--- src/rtl/alu_arbiter_if.sv ---
// Requester/response channels between the two ALU clients and the arbiter.
// One request channel per requester; the response payload is shared and qualified by rspN_valid.
interface alu_arbiter_if #(
   parameter int DW  = 32,
   parameter int OPW = 4
);
   logic           req0_valid;
   logic           req0_ready;
   logic [DW-1:0]  req0_opa;
   logic [DW-1:0]  req0_opb;
   logic [OPW-1:0] req0_op;

   logic           req1_valid;
   logic           req1_ready;
   logic [DW-1:0]  req1_opa;
   logic [DW-1:0]  req1_opb;
   logic [OPW-1:0] req1_op;

   logic           rsp0_valid;
   logic           rsp0_ready;
   logic           rsp1_valid;
   logic           rsp1_ready;
   logic [DW-1:0]  rsp_result;
   logic           rsp_negative;
   logic           rsp_overflow;
   logic           rsp_zero;

   // The requesters and their response consumers.
   modport master (
      output req0_valid, req0_opa, req0_opb, req0_op,
      output req1_valid, req1_opa, req1_opb, req1_op,
      output rsp0_ready, rsp1_ready,
      input  req0_ready, req1_ready,
      input  rsp0_valid, rsp1_valid, rsp_result, rsp_negative, rsp_overflow, rsp_zero
   );

   // The arbiter.
   modport slave (
      input  req0_valid, req0_opa, req0_opb, req0_op,
      input  req1_valid, req1_opa, req1_opb, req1_op,
      input  rsp0_ready, rsp1_ready,
      output req0_ready, req1_ready,
      output rsp0_valid, rsp1_valid, rsp_result, rsp_negative, rsp_overflow, rsp_zero
   );
endinterface

--- src/rtl/alu_arbiter.sv ---
// Round-robin sharing of one external ALU between two requesters, one operation in flight.
// Operands are registered onto the ALU ports, the result is captured one cycle later and held until consumed.
module alu_arbiter #(
   parameter int DW  = 32,
   parameter int OPW = 4
) (
   input  logic           CLK,
   input  logic           RST,
   alu_arbiter_if.slave   bus,
   output logic [DW-1:0]  alu_porta,
   output logic [DW-1:0]  alu_portb,
   output logic [OPW-1:0] alu_op,
   input  logic [DW-1:0]  alu_result,
   input  logic           alu_negative,
   input  logic           alu_overflow,
   input  logic           alu_zero,
   output logic           busy
);

   typedef enum logic [1:0] {IDLE, EXEC, RESP} state_t;

   state_t         state;
   logic           rr_last;
   logic           owner;
   logic           grant0;
   logic           grant1;
   logic           rsp0_valid_q;
   logic           rsp1_valid_q;
   logic [DW-1:0]  result_q;
   logic           negative_q;
   logic           overflow_q;
   logic           zero_q;
   logic           owner_rsp_ready;

   // rr_last names the previous winner, so on a tie the other requester goes next.
   always_comb begin
      grant0 = 1'b0;
      grant1 = 1'b0;
      if (state == IDLE && !RST) begin
         grant0 = bus.req0_valid && (!bus.req1_valid || rr_last);
         grant1 = bus.req1_valid && (!bus.req0_valid || !rr_last);
      end
   end

   assign bus.req0_ready   = grant0;
   assign bus.req1_ready   = grant1;
   assign bus.rsp0_valid   = rsp0_valid_q;
   assign bus.rsp1_valid   = rsp1_valid_q;
   assign bus.rsp_result   = result_q;
   assign bus.rsp_negative = negative_q;
   assign bus.rsp_overflow = overflow_q;
   assign bus.rsp_zero     = zero_q;
   assign owner_rsp_ready  = owner ? bus.rsp1_ready : bus.rsp0_ready;

   always_ff @(posedge CLK) begin
      if (RST) begin
         state        <= IDLE;
         rr_last      <= 1'b1;
         owner        <= 1'b0;
         alu_porta    <= '0;
         alu_portb    <= '0;
         alu_op       <= '0;
         result_q     <= '0;
         negative_q   <= 1'b0;
         overflow_q   <= 1'b0;
         zero_q       <= 1'b0;
         rsp0_valid_q <= 1'b0;
         rsp1_valid_q <= 1'b0;
         busy         <= 1'b0;
      end else begin
         case (state)
            IDLE: begin
               if (grant0) begin
                  alu_porta <= bus.req0_opa;
                  alu_portb <= bus.req0_opb;
                  alu_op    <= bus.req0_op;
                  owner     <= 1'b0;
                  busy      <= 1'b1;
                  state     <= EXEC;
               end else if (grant1) begin
                  alu_porta <= bus.req1_opa;
                  alu_portb <= bus.req1_opb;
                  alu_op    <= bus.req1_op;
                  owner     <= 1'b1;
                  busy      <= 1'b1;
                  state     <= EXEC;
               end
            end
            EXEC: begin
               result_q     <= alu_result;
               negative_q   <= alu_negative;
               overflow_q   <= alu_overflow;
               zero_q       <= alu_zero;
               rsp0_valid_q <= !owner;
               rsp1_valid_q <= owner;
               state        <= RESP;
            end
            RESP: begin
               // Only the owner's ready completes the response; the other side is ignored.
               if (owner_rsp_ready) begin
                  rsp0_valid_q <= 1'b0;
                  rsp1_valid_q <= 1'b0;
                  busy         <= 1'b0;
                  rr_last      <= owner;
                  state        <= IDLE;
               end
            end
            default: begin
               state <= IDLE;
            end
         endcase
      end
   end

endmodule

--- src/flat_wrapper.sv ---
// flat-port wrapper written by rule: the top's interface ports become plain ports
module alu_arbiter_flat 
#(
   parameter int DW  = 32,
   parameter int OPW = 4
)
  (CLK, RST, alu_porta, alu_portb, alu_op, alu_result, alu_negative, alu_overflow, alu_zero, busy, bus_req0_valid, bus_req0_opa, bus_req0_opb, bus_req0_op, bus_req1_valid, bus_req1_opa, bus_req1_opb, bus_req1_op, bus_rsp0_ready, bus_rsp1_ready, bus_req0_ready, bus_req1_ready, bus_rsp0_valid, bus_rsp1_valid, bus_rsp_result, bus_rsp_negative, bus_rsp_overflow, bus_rsp_zero);
  alu_arbiter_if #(.DW(DW), .OPW(OPW)) bus_i ();
  input  logic CLK;
  input  logic RST;
  output logic [DW-1:0] alu_porta;
  output logic [DW-1:0] alu_portb;
  output logic [OPW-1:0] alu_op;
  input  logic [DW-1:0] alu_result;
  input  logic alu_negative;
  input  logic alu_overflow;
  input  logic alu_zero;
  output logic busy;
  input wire logic [$bits(bus_i.req0_valid)-1:0] bus_req0_valid;
  input wire logic [$bits(bus_i.req0_opa)-1:0] bus_req0_opa;
  input wire logic [$bits(bus_i.req0_opb)-1:0] bus_req0_opb;
  input wire logic [$bits(bus_i.req0_op)-1:0] bus_req0_op;
  input wire logic [$bits(bus_i.req1_valid)-1:0] bus_req1_valid;
  input wire logic [$bits(bus_i.req1_opa)-1:0] bus_req1_opa;
  input wire logic [$bits(bus_i.req1_opb)-1:0] bus_req1_opb;
  input wire logic [$bits(bus_i.req1_op)-1:0] bus_req1_op;
  input wire logic [$bits(bus_i.rsp0_ready)-1:0] bus_rsp0_ready;
  input wire logic [$bits(bus_i.rsp1_ready)-1:0] bus_rsp1_ready;
  output wire logic [$bits(bus_i.req0_ready)-1:0] bus_req0_ready;
  output wire logic [$bits(bus_i.req1_ready)-1:0] bus_req1_ready;
  output wire logic [$bits(bus_i.rsp0_valid)-1:0] bus_rsp0_valid;
  output wire logic [$bits(bus_i.rsp1_valid)-1:0] bus_rsp1_valid;
  output wire logic [$bits(bus_i.rsp_result)-1:0] bus_rsp_result;
  output wire logic [$bits(bus_i.rsp_negative)-1:0] bus_rsp_negative;
  output wire logic [$bits(bus_i.rsp_overflow)-1:0] bus_rsp_overflow;
  output wire logic [$bits(bus_i.rsp_zero)-1:0] bus_rsp_zero;
  assign bus_i.req0_valid = bus_req0_valid;
  assign bus_i.req0_opa = bus_req0_opa;
  assign bus_i.req0_opb = bus_req0_opb;
  assign bus_i.req0_op = bus_req0_op;
  assign bus_i.req1_valid = bus_req1_valid;
  assign bus_i.req1_opa = bus_req1_opa;
  assign bus_i.req1_opb = bus_req1_opb;
  assign bus_i.req1_op = bus_req1_op;
  assign bus_i.rsp0_ready = bus_rsp0_ready;
  assign bus_i.rsp1_ready = bus_rsp1_ready;
  assign bus_req0_ready = bus_i.req0_ready;
  assign bus_req1_ready = bus_i.req1_ready;
  assign bus_rsp0_valid = bus_i.rsp0_valid;
  assign bus_rsp1_valid = bus_i.rsp1_valid;
  assign bus_rsp_result = bus_i.rsp_result;
  assign bus_rsp_negative = bus_i.rsp_negative;
  assign bus_rsp_overflow = bus_i.rsp_overflow;
  assign bus_rsp_zero = bus_i.rsp_zero;
  alu_arbiter #(.DW(DW), .OPW(OPW)) u_core (.CLK(CLK), .RST(RST), .bus(bus_i), .alu_porta(alu_porta), .alu_portb(alu_portb), .alu_op(alu_op), .alu_result(alu_result), .alu_negative(alu_negative), .alu_overflow(alu_overflow), .alu_zero(alu_zero), .busy(busy));
endmodule
--- config.mk ---
export PLATFORM = sky130hd
export DESIGN_NAME = alu_arbiter_flat
export DESIGN_NICKNAME = d
export VERILOG_FILES = /design/src/rtl/alu_arbiter_if.sv /design/src/rtl/alu_arbiter.sv /design/src/flat_wrapper.sv
export SDC_FILE = /design/constraint.sdc
export NUM_CORES = 1
export LEC_CHECK = 0
export BUFFER_PORTS_ARGS = -buffer_cell sky130_fd_sc_hd__buf_2
export CELL_PAD_IN_SITES_DETAIL_PLACEMENT = 1
export CELL_PAD_IN_SITES_GLOBAL_PLACEMENT = 1
export CORE_UTILIZATION = 31
export CTS_CLUSTER_DIAMETER = 120
export CTS_CLUSTER_SIZE = 28
export DETAILED_ROUTE_END_ITERATION = 16
export PLACE_DENSITY = 0.85
export REMOVE_ABC_BUFFERS = 1
export SLEW_MARGIN = 20
export SYNTH_ARGS = -nofsm -noshare
export SYNTH_HDL_FRONTEND = slang
export SYNTH_SLANG_ARGS = --single-unit
--- constraint.sdc ---
create_clock -name CLK -period 2 [get_ports CLK]
set_input_delay 0.2 -clock CLK [delete_from_list [all_inputs] [get_ports CLK]]
set_output_delay 0.2 -clock CLK [all_outputs]
set_load 0.05 [all_outputs]
==> results.md <==
* Status: complete, no violations
* Fmax at 0.5262 GHz
* Pwr per Cell Area at 900.2 mW/mm^2
* Crit share post-route at 95.02%
* Fin util at 42.80%
* Post-synth ARST share at 0%
* Mux contribution to synthesized area at 0.1917%
* Unrepaired setup endpoints after global routing: no
* Height of the die at 131.8 um
* FP Rows at 47
* Vias at 6,056
* Pleak at 2.970 nW
* Peak VDD IR at 0.4151 mV
* Critical Path Fanout Max at 7
* # DRC at 0
* Core area at 0.01652 mm^2
* Crit path capture type: primary output
* Via/cell ratio at 5.692
* Worst reg2reg setup slack at 0.25 ns
* Final Skew at 0.01101 ns
* Antenna Nets Post-Route at 0
* Slew headroom at 58.21%
* CP required at 1.80 ns
* CTS Sinks at 110
* Internal power at 3.860 mW
* Antenna violations before repair at 0
* Setup CP Type: reg2out
* Initial Util at 31.60%
* Post-Synth Simple-Gate Area at 15.58%
* Sequential share of power at 39.2%
* TritonCTS buffer count at 9
* Final setup fails at 0
* First-pass GRT wire length at 32,410 um
* Main combinational cell family by area after synthesis: compound AO/OA/AOI/OAI gates
* Cts-stage hold buffer count at 0
* Final-report max-slew violation count at 0
* Drt first-iter violations at 284
* Mean Syn Cell Area at 8.559 um^2
* Drt total wl at 20,630 um
* Ant diodes at 0
* Comb pwr share at 31.7%
* Share of the synthesized area in the top cell type at 42.18%
* Worst slew pin tran at 0.6268 ns
* Number of max-cap violations at 0
* Hold Path Class: in2reg
* Worst-path clk slew at 0.08 ns
* Area growth syn-to-layout at 35.47%
* Post-Synth Adder-Cell Area at 0%
* Clock Path Buffers at 2
* CTS tree: done
* Xor/xnor share of the synthesized area at 0%
* Largest net degree at the start of global routing at 73
* Global route overflow at 0
* Synthesized area at 0.005221 mm^2
* Switching Fraction at 39.38%
* Router iterations before antenna repair at 4
* Clk pwr share at 29.1%
* Minimum clock period at 1.900 ns
* Startpoint types: register
* Ports at 285
* Top cells by area, synth: dfxtp_1 (42%), a311oi_1 (11%), a21oi_1 (10%), o31ai_1 (8.5%), nand4_1 (8.1%)
* Die ar. at 0.01737 mm^2
* Sequential share of the synthesized area at 42.18%
* Distinct cells, synth at 29
* DP HPWL at 13,880 um
* Drt wl/cell at 19.38 um
* Final Power at 6.367 mW
* Yosys reg bits at 110
* Cell taking the most area after synthesis: dfxtp_1
* P_sw at 2.507 mW
* Share of cells above drive strength 1 at 40.64%
* I/O Buffers at 284
* Clk root buf: clkbuf_16
* Syn. warnings at 0
* Number of nets in the layout at 1,016
* H-tree Lvls at 3
* Synth Instances at 610
* Final hold violations at 0
* WP data arrival at 1.70 ns
* Main synth FF type: dfxtp_1
* Number of global-route vias before repair at 6,043
* Number of flops mapped to enable cells by yosys at 0
* Worst skew pair latency at 0.36 ns
* Synth Area in Compound Gates at 33.21%
* Die width at 131.8 um
* Routability cong. at 0.7420
* GRT Total Usage at 23.30%
[timing repair]
| item | 4_1_cts | 5_1_grt |
|---|---|---|
| setup endpoints to repair | 0 | 1 |
| resized for setup | 0 | 1 |
| setup buffers | 0 | 0 |
[cell usage after synthesis, types with 3 or more instances]
cell      number
dfxtp_1      110
o31ai_1       59
buf_4          7
o31ai_2        8
clkbuf_1      49
nand2b_1       3
a311oi_1      67
a21oi_1      109
o21bai_1       3
buf_1          7
nand2_1       74
nor2b_1        3
buf_6          9
buf_2         18
nand4_1       68
[metrics by stage]
stage	cells	cell area [um^2]	setup TNS, ns	worst slack, ns	hold WS, ns
CTS	1064	7071	0	0.03721	0.06035
floorplan	520	4767	-293.95	-4.110	0.2679
finish	1064	7073	0	0.09968	0.07613
global route	1064	7073	0	0.01663	0.07073
detailed placement	1048	6768	0	0.2614	0.4458
global placement	1048	6768	0	0.3411	0.4389
[cells by family (layout without fill, tap and decap cells)]
logic type             Yosys count  after routing
AOI/OAI and AO/OA              248            248
muxes                            1              1
DFF                            110            110
buffers and inverters           92            326
and+or+nand+nor                159            159
[layer usage]
| layer | vias up | GRT usage (%) | share of wire (%) |
|---|---|---|---|
| met5 | - | 0 | 0 |
| met4 | 0 | 7.171 | 1.5 |
| met1 | 2953 | 28.03 | 42 |
| met3 | 22 | 4.652 | 5.9 |
| met2 | 265 | 41.56 | 51 |
| li1 | 2816 | - | - |
[power by group through the flow]
| stage | clock network, mW | registers, mW | logic, mW |
|---|---|---|---|
| after detailed placement | 0 | 2.54 | 2.02 |
| after global routing | 1.99 | 2.52 | 2.14 |
| after global placement | 0 | 2.54 | 1.99 |
| after floorplan | 0 | 3.19 | 0.620 |
| final | 1.85 | 2.50 | 2.02 |
| after CTS | 1.90 | 2.50 | 2.02 |
[layout by cell type, fill, tap and decap left out, types with 2 or more instances in the layout]
| master | instances |
|---|---|
| inv_6 | 2 |
| nand2_1 | 74 |
| clkinv_8 | 2 |
| o31ai_1 | 59 |
| buf_2 | 282 |
| o21bai_1 | 3 |
| a21oi_1 | 109 |
| clkbuf_16 | 9 |
| nand4_1 | 68 |
| a311oi_1 | 67 |
| nor2_1 | 2 |
| o31ai_2 | 8 |
| buf_4 | 17 |
| dfxtp_1 | 110 |
| buf_12 | 8 |
| nand2b_1 | 2 |
| inv_8 | 2 |
[flip-flops by register name (all words and copies together) (netlist names)]
| name | flops |
|---|---|
| u_core.state | 2 |
| u_core.bus.rsp_zero | 1 |
| u_core.owner | 1 |
| u_core.alu_op | 4 |
| u_core.busy | 1 |
| u_core.bus.rsp_overflow | 1 |
| u_core.alu_portb | 32 |
| u_core.bus.rsp_negative | 1 |
| u_core.rr_last | 1 |
| u_core.bus.rsp0_valid | 1 |
| u_core.alu_porta | 32 |
| u_core.bus.rsp1_valid | 1 |
| u_core.bus.rsp_result | 32 |
[cell type report]
type | count | area [um^2]
timing repair buffer | 308 | 1707
inverter | 2 | 7.507
tap | 220 | 275.3
clock buffer | 9 | 225.2
fill | 2064 | 9452
clock inverter | 7 | 77.57
sequential | 110 | 2202
multi-input combinational | 408 | 2579
[critical path, cell delays in order, from the launching register on]
cell and delay [ns]:
dfxtp_1 0.31, buf_4 0.16, nor3_4 0.25, buf_4 0.20, and3_1 0.17, buf_2 0.26
[worst paths after layout]
path,startpoint,endpoint,cells after the start
min,alu_result[26],u_core.bus.rsp_result[26],3
min reg2reg,u_core.bus.rsp1_valid,u_core.bus.rsp1_valid,2
max reg2reg,u_core.state[1],u_core.alu_porta[20],4
max,u_core.state[1],bus_req1_ready,5
Note: power is estimated with default switching activity, not from simulation.
